**src/rtl/cmult_pkg.sv**
```systemverilog
// ---------------------------------------------------------------------------
// cmult_pkg
//   Shared constants and helpers for the pipelined complex multiplier.
//   LATENCY     : register stages from input transfer to output valid
//   round_const : bias added before the rounding right shift
//   sat_clip    : clamp a wide signed value to a signed field of 'width' bits
// ---------------------------------------------------------------------------
package cmult_pkg;

  localparam int LATENCY = 3;

  // 2^(shift-1) for shift > 0, zero otherwise. Adding this before an
  // arithmetic right shift gives round-half-toward-+inf.
  function automatic logic signed [63:0] round_const(input int shift);
    if (shift > 0) begin
      return 64'sd1 <<< (shift - 1);
    end
    return 64'sd0;
  endfunction

  // Clamp to [-2^(width-1), 2^(width-1)-1].
  function automatic logic signed [63:0] sat_clip(input logic signed [63:0] value,
                                                  input int width);
    logic signed [63:0] hi;
    logic signed [63:0] lo;
    hi = (64'sd1 <<< (width - 1)) - 64'sd1;
    lo = -hi - 64'sd1;
    if (value > hi) begin
      return hi;
    end
    if (value < lo) begin
      return lo;
    end
    return value;
  endfunction

endpackage

```
**src/rtl/cmplx_mult_pipe_if.sv**
```systemverilog
// ---------------------------------------------------------------------------
// cmplx_mult_pipe_if
//   Streaming bundle for the complex multiplier.
//   Input side : in_valid/in_ready handshake, operands a_*, b_*, conj_b
//   Output side: out_valid/out_ready handshake, results y_*, out_sat
//   master : the producer/consumer environment around the multiplier
//   slave  : the multiplier itself
// ---------------------------------------------------------------------------
interface cmplx_mult_pipe_if #(
  parameter int WIDTH = 8
);

  logic                    in_valid;
  logic                    in_ready;
  logic signed [WIDTH-1:0] a_real;
  logic signed [WIDTH-1:0] a_img;
  logic signed [WIDTH-1:0] b_real;
  logic signed [WIDTH-1:0] b_img;
  logic                    conj_b;
  logic                    out_valid;
  logic                    out_ready;
  logic signed [WIDTH-1:0] y_real;
  logic signed [WIDTH-1:0] y_img;
  logic                    out_sat;

  modport master (
    output in_valid, a_real, a_img, b_real, b_img, conj_b, out_ready,
    input  in_ready, out_valid, y_real, y_img, out_sat
  );

  modport slave (
    input  in_valid, a_real, a_img, b_real, b_img, conj_b, out_ready,
    output in_ready, out_valid, y_real, y_img, out_sat
  );

endinterface

```
**src/rtl/cmult_round_sat.sv**
```systemverilog
// ---------------------------------------------------------------------------
// cmult_round_sat
//   Combinational rescale of one wide signed sum to a WIDTH-bit result.
//   din  : IN_W-bit signed sum
//   dout : rounded (half toward +inf), shifted by SHIFT, saturated result
//   sat  : 1 when the clamp changed the value
// ---------------------------------------------------------------------------
module cmult_round_sat
  import cmult_pkg::*;
#(
  parameter int IN_W  = 17,
  parameter int WIDTH = 8,
  parameter int SHIFT = 7
) (
  input  logic signed [IN_W-1:0]  din,
  output logic signed [WIDTH-1:0] dout,
  output logic                    sat
);

  // One guard bit so the rounding bias can never wrap the sum.
  localparam int EW = IN_W + 1;

  logic signed [EW-1:0] ext;
  logic signed [EW-1:0] biased;
  logic signed [EW-1:0] shifted;
  logic signed [63:0]   wide;
  logic signed [63:0]   clipped;

  assign ext     = {din[IN_W-1], din};
  assign biased  = ext + EW'(round_const(SHIFT));
  assign shifted = biased >>> SHIFT;
  assign wide    = {{(64 - EW){shifted[EW-1]}}, shifted};
  assign clipped = sat_clip(wide, WIDTH);
  assign dout    = clipped[WIDTH-1:0];
  assign sat     = (clipped != wide);

endmodule

```
**src/rtl/cmplx_mult_pipe.sv**
```systemverilog
// ---------------------------------------------------------------------------
// cmplx_mult_pipe
//   Three-stage pipelined signed complex multiplier, y = a*b or a*conj(b),
//   with valid/ready streaming on both sides and round/saturate rescale.
//   clk : rising-edge clock
//   rst : synchronous active-high reset, flushes all in-flight samples
//   bus : cmplx_mult_pipe_if slave (operands in, results out)
//   Stage 1 registers operands, stage 2 the four partial products, stage 3
//   the rescaled results, which drive the outputs directly. All stages
//   advance together whenever the output register is empty or being read.
// ---------------------------------------------------------------------------
module cmplx_mult_pipe
  import cmult_pkg::*;
#(
  parameter int WIDTH = 8,
  parameter int SHIFT = WIDTH - 1
) (
  input logic              clk,
  input logic              rst,
  cmplx_mult_pipe_if.slave bus
);

  localparam int PW = 2 * WIDTH;
  localparam int SW = 2 * WIDTH + 1;

  logic en;

  logic                    v1_reg;
  logic                    v2_reg;
  logic                    v3_reg;
  logic signed [WIDTH-1:0] ar1_reg;
  logic signed [WIDTH-1:0] ai1_reg;
  logic signed [WIDTH-1:0] br1_reg;
  logic signed [WIDTH-1:0] bi1_reg;
  logic                    conj1_reg;

  logic signed [PW-1:0] p_rr;
  logic signed [PW-1:0] p_ir;
  logic signed [PW-1:0] p_ii_raw;
  logic signed [PW-1:0] p_ri_raw;
  logic signed [PW-1:0] p_ii;
  logic signed [PW-1:0] p_ri;
  logic signed [PW-1:0] p_rr_reg;
  logic signed [PW-1:0] p_ir_reg;
  logic signed [PW-1:0] p_ii_reg;
  logic signed [PW-1:0] p_ri_reg;

  logic signed [SW-1:0]    sum    [2];
  logic signed [WIDTH-1:0] rs_val [2];
  logic                    rs_sat [2];

  logic signed [WIDTH-1:0] y_real_reg;
  logic signed [WIDTH-1:0] y_img_reg;
  logic                    sat_reg;

  // Whole pipe moves when the output slot is free or is being consumed.
  assign en           = ~v3_reg | bus.out_ready;
  assign bus.in_ready = en;

  assign p_rr     = PW'(ar1_reg) * PW'(br1_reg);
  assign p_ir     = PW'(ai1_reg) * PW'(br1_reg);
  assign p_ii_raw = PW'(ai1_reg) * PW'(bi1_reg);
  assign p_ri_raw = PW'(ar1_reg) * PW'(bi1_reg);

  // Conjugation flips the sign of the b_img products rather than b_img
  // itself: negating a most-negative operand would overflow WIDTH bits,
  // whereas every product negation fits in 2*WIDTH bits.
  assign p_ii = conj1_reg ? -p_ii_raw : p_ii_raw;
  assign p_ri = conj1_reg ? -p_ri_raw : p_ri_raw;

  // One extra bit holds any sum/difference of two products exactly.
  assign sum[0] = SW'(p_rr_reg) - SW'(p_ii_reg);
  assign sum[1] = SW'(p_ri_reg) + SW'(p_ir_reg);

  // Index 0 = real part, index 1 = imaginary part.
  generate
    for (genvar gi = 0; gi < 2; gi++) begin : g_rs
      cmult_round_sat #(
        .IN_W  (SW),
        .WIDTH (WIDTH),
        .SHIFT (SHIFT)
      ) u_round_sat (
        .din  (sum[gi]),
        .dout (rs_val[gi]),
        .sat  (rs_sat[gi])
      );
    end
  endgenerate

  always_ff @(posedge clk) begin
    if (rst) begin
      v1_reg     <= 1'b0;
      v2_reg     <= 1'b0;
      v3_reg     <= 1'b0;
      ar1_reg    <= '0;
      ai1_reg    <= '0;
      br1_reg    <= '0;
      bi1_reg    <= '0;
      conj1_reg  <= 1'b0;
      p_rr_reg   <= '0;
      p_ir_reg   <= '0;
      p_ii_reg   <= '0;
      p_ri_reg   <= '0;
      y_real_reg <= '0;
      y_img_reg  <= '0;
      sat_reg    <= 1'b0;
    end else if (en) begin
      // Stage 1: an idle input cycle becomes a bubble (v1 = 0).
      v1_reg     <= bus.in_valid;
      ar1_reg    <= bus.a_real;
      ai1_reg    <= bus.a_img;
      br1_reg    <= bus.b_real;
      bi1_reg    <= bus.b_img;
      conj1_reg  <= bus.conj_b;
      // Stage 2
      v2_reg     <= v1_reg;
      p_rr_reg   <= p_rr;
      p_ir_reg   <= p_ir;
      p_ii_reg   <= p_ii;
      p_ri_reg   <= p_ri;
      // Stage 3
      v3_reg     <= v2_reg;
      y_real_reg <= rs_val[0];
      y_img_reg  <= rs_val[1];
      sat_reg    <= rs_sat[0] | rs_sat[1];
    end
  end

  assign bus.out_valid = v3_reg;
  assign bus.y_real    = y_real_reg;
  assign bus.y_img     = y_img_reg;
  assign bus.out_sat   = sat_reg;

endmodule

```
**src/flat_wrapper.sv**
```systemverilog
// flat-port wrapper written by rule: the top's interface ports become plain ports
module cmplx_mult_pipe_flat import cmult_pkg::*;
#(
  parameter int WIDTH = 8,
  parameter int SHIFT = WIDTH - 1
)
  (clk, rst, bus_in_valid, bus_a_real, bus_a_img, bus_b_real, bus_b_img, bus_conj_b, bus_out_ready, bus_in_ready, bus_out_valid, bus_y_real, bus_y_img, bus_out_sat);
  cmplx_mult_pipe_if #(.WIDTH(WIDTH)) bus_i ();
  input logic clk;
  input logic rst;
  input wire logic [$bits(bus_i.in_valid)-1:0] bus_in_valid;
  input wire logic [$bits(bus_i.a_real)-1:0] bus_a_real;
  input wire logic [$bits(bus_i.a_img)-1:0] bus_a_img;
  input wire logic [$bits(bus_i.b_real)-1:0] bus_b_real;
  input wire logic [$bits(bus_i.b_img)-1:0] bus_b_img;
  input wire logic [$bits(bus_i.conj_b)-1:0] bus_conj_b;
  input wire logic [$bits(bus_i.out_ready)-1:0] bus_out_ready;
  output wire logic [$bits(bus_i.in_ready)-1:0] bus_in_ready;
  output wire logic [$bits(bus_i.out_valid)-1:0] bus_out_valid;
  output wire logic [$bits(bus_i.y_real)-1:0] bus_y_real;
  output wire logic [$bits(bus_i.y_img)-1:0] bus_y_img;
  output wire logic [$bits(bus_i.out_sat)-1:0] bus_out_sat;
  assign bus_i.in_valid = bus_in_valid;
  assign bus_i.a_real = bus_a_real;
  assign bus_i.a_img = bus_a_img;
  assign bus_i.b_real = bus_b_real;
  assign bus_i.b_img = bus_b_img;
  assign bus_i.conj_b = bus_conj_b;
  assign bus_i.out_ready = bus_out_ready;
  assign bus_in_ready = bus_i.in_ready;
  assign bus_out_valid = bus_i.out_valid;
  assign bus_y_real = bus_i.y_real;
  assign bus_y_img = bus_i.y_img;
  assign bus_out_sat = bus_i.out_sat;
  cmplx_mult_pipe #(.WIDTH(WIDTH), .SHIFT(SHIFT)) u_core (.clk(clk), .rst(rst), .bus(bus_i));
endmodule
```
**config.mk**
```make
export PLATFORM = sky130hd
export DESIGN_NAME = cmplx_mult_pipe_flat
export DESIGN_NICKNAME = d
export VERILOG_FILES = /design/src/rtl/cmult_pkg.sv /design/src/rtl/cmplx_mult_pipe_if.sv /design/src/rtl/cmult_round_sat.sv /design/src/rtl/cmplx_mult_pipe.sv /design/src/flat_wrapper.sv
export SDC_FILE = /design/constraint.sdc
export NUM_CORES = 1
export LEC_CHECK = 0
export BUFFER_PORTS_ARGS = -buffer_cell sky130_fd_sc_hd__buf_2
export CORE_MARGIN = 2
export CORE_UTILIZATION = 59
export CTS_CLUSTER_DIAMETER = 60
export DETAILED_ROUTE_END_ITERATION = 10
export GPL_TIMING_DRIVEN = 1
export HOLD_SLACK_MARGIN = 0.08
export PLACE_DENSITY_LB_ADDON = 0.25
export SYNTH_ARGS = -nofsm -noshare
export SYNTH_HDL_FRONTEND = slang
export SYNTH_SLANG_ARGS = --single-unit
```
**constraint.sdc**
```tcl
create_clock -name clk -period 12.6 [get_ports clk]
set_clock_uncertainty 0.15 [all_clocks]
set_input_delay 0.63 -clock clk [delete_from_list [all_inputs] [get_ports clk]]
set_output_delay 0.63 -clock clk [all_outputs]
set_load 0.1 [all_outputs]
```
==> results of run 1 <==
-- where the power goes --
| part | internal, W | leakage [nW] | switching (W) |
|---|---|---|---|
| Sequential | 0.000445 | 0.970 | 0.0000741 |
| Clock | 0.000296 | 0.291 | 0.000210 |
| Combinational | 0.000539 | 7.21 | 0.000887 |
-- through the flow --
step                power, W  worst slack (ns)
detailed placement   0.00194              6.87
CTS                  0.00245              6.82
global placement     0.00190              7.01
floorplan            0.00163              7.24
global route         0.00264              6.43
finish               0.00245              6.79
-- synth_stat cells, types with 4 or more instances --
| master | n | share of area |
|---|---|---|
| o211a_1 | 5 | 0.0030 |
| dfxtp_1 | 117 | 0.14 |
| nand2_1 | 218 | 0.049 |
| nor2_1 | 84 | 0.019 |
| a2111oi_0 | 4 | 0.0021 |
| o31ai_1 | 4 | 0.0018 |
| nor3b_1 | 5 | 0.0023 |
| or2_2 | 6 | 0.0023 |
| o21a_1 | 16 | 0.0072 |
| buf_1 | 8 | 0.0018 |
| nor4_1 | 5 | 0.0019 |
| clkbuf_1 | 70 | 0.016 |
| o21ai_0 | 58 | 0.018 |
| a211oi_1 | 38 | 0.017 |
| nand2b_1 | 27 | 0.010 |
| a21o_1 | 16 | 0.0072 |
| o21ai_1 | 6 | 0.0018 |
| xor2_1 | 28 | 0.015 |
| nor2b_1 | 10 | 0.0038 |
| a21boi_0 | 5 | 0.0023 |
| ha_1 | 180 | 0.14 |
| and2_1 | 160 | 0.060 |
| o211ai_1 | 10 | 0.0045 |
| and3_1 | 4 | 0.0015 |
| o21bai_1 | 6 | 0.0027 |
| nand3b_1 | 6 | 0.0027 |
| nand4_1 | 6 | 0.0023 |
| fa_1 | 220 | 0.27 |
| nand3_1 | 20 | 0.0060 |
| nor3_1 | 15 | 0.0045 |
| a21oi_2 | 5 | 0.0026 |
| xnor2_1 | 59 | 0.031 |
| or3_1 | 13 | 0.0049 |
| a21oi_1 | 112 | 0.034 |
| inv_1 | 347 | 0.079 |
-- final cells by class --
type                       count  area (um2)
inverter                     348        1310
clock inverter                15         168
timing repair buffer          63         338
tap                          378         473
fill                        2305       10000
sequential                   117        2340
multi-input combinational   1415       12600
clock buffer                  17         425
-- final timing paths --
path | startpoint | end | slack, ns | depth (start not counted)
max reg2reg | u_core.ar1_reg[1]$_SDFFE_PP0P_ | u_core.p_ri_reg[15]$_SDFFE_PP0P_ | 6.79 | 18
min reg2reg | u_core.p_ii_reg[0]$_SDFFE_PP0P_ | u_core.p_ii_reg[0]$_SDFFE_PP0P_ | 0.30 | 2
min | bus_b_real[2] | u_core.br1_reg[2]$_SDFFE_PP0P_ | 0.29 | 3
max | u_core.ar1_reg[1]$_SDFFE_PP0P_ | u_core.p_ri_reg[15]$_SDFFE_PP0P_ | 6.79 | 18
-- tightest hold or removal path, cell delays in order --
cell     delay (ns)
buf_2          0.10
nand2_1        0.05
a21oi_1        0.05
-- kinds of logic (layout without fill, tap and decap cells) --
family,count (synthesis),in the layout,synth area share
AOI/OAI and AO/OA,327,327,0.130
xor gates and xnor gates,87,87,0.0460
adders and majority gates,400,400,0.402
buffers and inverters,427,443,0.0968
DFF,117,117,0.141
muxes,4,4,0.00249
and+or+nand+nor,597,597,0.182
-- routing by layer --
| layer | wire (um) | part of all wire | vias up | global-route usage |
|---|---|---|---|---|
| li1 | - | - | 6273 | - |
| met4 | 704 | 0.019 | 0 | 0.0682 |
| met1 | 16900 | 0.45 | 6341 | 0.369 |
| met5 | 0 | 0 | - | 0 |
| met2 | 18000 | 0.48 | 361 | 0.462 |
| met3 | 1780 | 0.048 | 41 | 0.0338 |
==> out/qor.csv, run 1 <==
metric,value,unit
clock-root-buffer,clkbuf_16,
cts_resized,0,
antenna_found_initial,0,
final_common_cell,inv_1,
cts_tree,built,
ant_nets,0,
cts_buffer_depth,2,
grt_max_degree,69,
syn_avg_cell_area,8.46,um2
place_congestion,0.832,
power.density,139,nW/um2
hpwlAfterDp,29.5,mm
synth_edf_count,0,
cts_setup_buffers,0,
cp_data_required_time,12.77,ns
synthToLayoutAreaGrowth,6.73,%
crit_buf_inv,4,
core,27700,um2
synth_cells,1959,
crit_path_start_kind,flip-flop,
placed_area,17100,um2
crit_type,flip-flop to flip-flop,
grt-ovfl-total,0,
crit_fanout,17,
ys_ff_latch,117,
fin_nets,2399,
holdWs,0.291,ns
rsz0062_at_grt,no,
routed_wl,37.4,mm
fmax,172,MHz
clk_pin_slew,0.06,ns
io-pin-count,56,
rows,61,
final_util,0.639,
final_area,17700,um2
period_minus_slack,5.81,ns
drive_above_1_share,0.0678,
status,completed,
tightest_slew,0.891,ns
syn_area,16600,um2
grt_pass1_vias,13300,
ys.flop_type,dfxtp_1,
place_inst,2321,
vias,13000,
cp_cell_sequence,nand2_1 -> fa_1 -> fa_1 -> inv_1 -> fa_1 -> inv_1 -> fa_1 -> inv_1 -> ha_1 -> inv_1 -> o21bai_1 -> a211oi_1 -> o21a_1 -> or3_1 -> a211o_1 -> o41ai_1 -> nor3_1 -> a2111oi_2,
setup_tns,0,ns
grt_usage,0.272,
cts_buffers,17,
wl_per_cell,15.9,um
n_antenna_cell,0,
seq_area_frac_synth,0.141,
synth.distinct_cells,79,
finalNonFillerCells,2353,
relSlewSlack,0.405,
setup_viol,0,
dieWidth,172,um
die_height,172,um
critPathTopFamily,adder cells,
io_buffers,55,
cp_data_arrival_time,5.98,ns
crit_path_end_kind,flip-flop,
dieArea,29500,um2
postSynth.asyncResetShare,0,
drt_iter0_drc,751,
grt_pass1_wl,63.9,mm
clk_latency,0.43,ns
finalHoldViolCount,0,
holdBufCountCts,0,
synth_warnings,0,
synthesis.nets,2396,
viasPerCell,5.53,
firstDrtPassIters,5,
slowest_stage,dfxtp_1,
cts_sinks,117,
irDropWorstVdd,0.0000804,V
start_util,0.598,
maxCapViolations,0,
drv_slew,0,
drc,0,
p_leak,8.47,nW
period_share,0.461,
hp-class,input port to flip-flop,
layout_common_cells,"347 x inv_1, 220 x fa_1, 218 x nand2_1",
htreeDepth,4,
slowest_delay,0.71,ns
Note: power is estimated with default switching activity, not from simulation.
==> run 2, diff against run 1 <==
--- a/config.mk
+++ b/config.mk
@@ -5,6 +5,7 @@
 export SDC_FILE = /design/constraint.sdc
 export NUM_CORES = 1
 export LEC_CHECK = 0
+export ABC_AREA = 1
 export BUFFER_PORTS_ARGS = -buffer_cell sky130_fd_sc_hd__buf_2
 export CORE_MARGIN = 2
 export CORE_UTILIZATION = 59
==> constraint.sdc (replaced) <==
create_clock -name clk -period 5.59 [get_ports clk]
set_clock_uncertainty 0.15 [all_clocks]
set_input_delay 0.2795 -clock clk [delete_from_list [all_inputs] [get_ports clk]]
set_output_delay 0.2795 -clock clk [all_outputs]
set_load 0.1 [all_outputs]
==> out/qor.csv, run 2 <==
metric,value,unit
status,completed,
yosysMostFrequentCell,inv_1,
cp_data_arrival_time,5.33,ns
crit_type,flip-flop to flip-flop,
busiest_layer,met2,
grt_pass1_vias,15300,
fin_nets,3028,
syn_avg_cell_area,6.99,um2
final_util,0.654,
wl_per_cell,14.6,um
netlist_top_cells_count,"654 x inv_1, 591 x nand2_1, 220 x fa_1",
relSlewSlack,0.306,
synthesis.nets,2992,
cts_tree,built,
hp-class,input port to flip-flop,
drv_slew,0,
core,29700,um2
viasPerCell,5.20,
die_height,178,um
vias,15600,
io_buffers,55,
crit_fanout,17,
synth.distinct_cells,42,
ant_nets,0,
synth_cells,2555,
startpoint,u_core.bi1_reg[0]$_SDFFE_PP0P_,
dieArea,31700,um2
cp-endpoint,u_core.p_ii_reg[11]$_SDFFE_PP0P_,
synth_edf_count,0,
crit_path_start_kind,flip-flop,
grt_pass1_wl,73.4,mm
postSynth.asyncResetShare,0,
place_ws,0.373,ns
finalHoldViolCount,0,
synthToLayoutAreaGrowth,8.77,%
cts_sinks,117,
ys_ff_latch,117,
reg2reg_to,u_core.p_ii_reg[11]$_SDFFE_PP0P_,
clk_pin_slew,0.07,ns
cts_setup_buffers,0,
tightest_slew,1.04,ns
grt_max_degree,97,
irDropWorstVdd,0.000294,V
syn_area,17900,um2
r2r_setup_slack,0.46,ns
maxCapViolations,0,
firstDrtPassIters,6,
clk_latency,0.46,ns
antenna_found_initial,1,
drt_iter0_drc,1281,
synth_top_area_share,0.247,
synth_warnings,0,
io-pin-count,56,
rr_startpoint,u_core.bi1_reg[0]$_SDFFE_PP0P_,
cp_data_required_time,5.79,ns
p_leak,11.5,nW
period_minus_slack,5.13,ns
grt_util_met3,0.0418,
fmax,195,MHz
start_util,0.601,
final_common_cell,inv_1,
crit_path_end_kind,flip-flop,
setup_tns,0,ns
use_met1,0.393,
htreeDepth,4,
grt-ovfl-total,0,
clock-root-buffer,clkbuf_16,
fillers,2611,
dieWidth,178,um
layout_common_cells,"652 x inv_1, 591 x nand2_1, 220 x fa_1",
period_share,0.917,
fin_ws,0.462,ns
seq_area_frac_synth,0.131,
reg2regPathDepth,20,
use_met2,0.484,
drc,0,
grt_usage,0.293,
rsz0062_at_grt,no,
routed_wl,43.7,mm
setup_viol,0,
rows,63,
cts_buffers,17,
holdPathStages,3,
power.density,329,nW/um2
drive_above_1_share,0.0634,
ys.flop_type,dfxtp_1,
place_congestion,0.909,
power,0.00640,W
cts_buffer_depth,2,
hpwlAfterDp,34.2,mm
synth.largest_area_cell,fa_1,
netlist_top_cells_area,"fa_1 25%, inv_1 14%, dfxtp_1 13%",
run 2: cell count changes in the layout (fill, tap and decap cells not counted), sizes merged, moves of 21 or more:
cell	before	now
nand2	218	602
dlygate4sd3	0	34
inv	355	669
nand2b	27	0
a21oi	118	97
and2	160	3
xnor2	59	31
nor2	84	179
o21ai	64	125
nand3	21	93
a211oi	40	2
run 2: report_power, final:
group / total [W] / leakage, nW / internal, W / switching (W)
sequential: 0.00118 / 0.971 / 0.00102 / 0.000162
combinational: 0.00400 / 10.2 / 0.00134 / 0.00266
clock: 0.00121 / 0.306 / 0.000727 / 0.000485
run 2: cells by family (layout without fill, tap and decap cells):
| logic type | count (synthesis) | in the layout | synth area share |
|---|---|---|---|
| and+or+nand+nor | 935 | 935 | 0.216 |
| AOI/OAI and AO/OA | 280 | 280 | 0.0881 |
| DFF | 117 | 117 | 0.131 |
| adders and majority gates | 400 | 400 | 0.373 |
| buffers and inverters | 760 | 809 | 0.160 |
| xor gates and xnor gates | 63 | 63 | 0.0317 |
| other | 0 | 1 | 0 |
run 2: through the flow:
step | hold WS [ns] | instance area [um2] | instances
6_report | 0.112 | 19400 | 2995
5_1_grt | 0.121 | 19400 | 2995
4_1_cts | 0.0911 | 19400 | 2994
3_5_place_dp | 0.310 | 18500 | 2928
3_3_place_gp | 0.301 | 18500 | 2928
2_1_floorplan | 0.192 | 17900 | 2555
run 2: per-layer routing:
layer,routed length (um),part of all wire,vias to the layer above
li1,-,-,7704
met1,18900,0.43,7295
met2,20300,0.46,503
met3,3170,0.073,80
met4,1290,0.030,0
met5,0,0,-
run 2: cell type report:
type	count	area [um2]	share of cell area
Multi-Input combinational cell	1678	12700	0.652
Inverter	662	2490	0.128
Sequential cell	117	2340	0.121
Timing Repair Buffer	115	811	0.0417
Tap cell	390	488	0.0251
Clock buffer	18	439	0.0226
Clock inverter	14	190	0.00979
Antenna cell	1	2.50	0.000129
run 2: worst max-delay path: stages (launching register included):
cell	delay (ns)
dfxtp_1	0.85
nand2_1	0.11
inv_1	0.08
ha_1	0.24
fa_1	0.47
ha_1	0.29
inv_1	0.04
fa_1	0.47
inv_1	0.04
ha_1	0.24
fa_1	0.52
or2_1	0.29
nor4_4	0.36
nand3_1	0.16
nor2_1	0.17
nand2_1	0.08
nand2_1	0.08
xnor2_1	0.14
nand2_1	0.07
nand3_1	0.10
inv_1	0.05
run 2: worst min path at each step:
stage	from	end	slack [ns]
4_1_cts	bus_conj_b	u_core.conj1_reg$_SDFFE_PP0P_	0.09
3_5_place_dp	u_core.p_rr_reg[0]$_SDFFE_PP0P_	u_core.p_rr_reg[0]$_SDFFE_PP0P_	0.31
6_report	bus_conj_b	u_core.conj1_reg$_SDFFE_PP0P_	0.11
2_1_floorplan	rst	u_core.bus.y_img[7]$_SDFFE_PP0P_	0.19
5_1_grt	bus_conj_b	u_core.conj1_reg$_SDFFE_PP0P_	0.12
3_3_place_gp	u_core.p_rr_reg[0]$_SDFFE_PP0P_	u_core.p_rr_reg[0]$_SDFFE_PP0P_	0.30
run 2: what timing repair did:
| action | in CTS | in global routing |
|---|---|---|
| endpoints found under the setup margin | 0 | 1 |
| hold buffers | 34 | 0 |
| endpoints found under the hold margin | 37 | 0 |
| gates resized for setup | 0 | 1 |
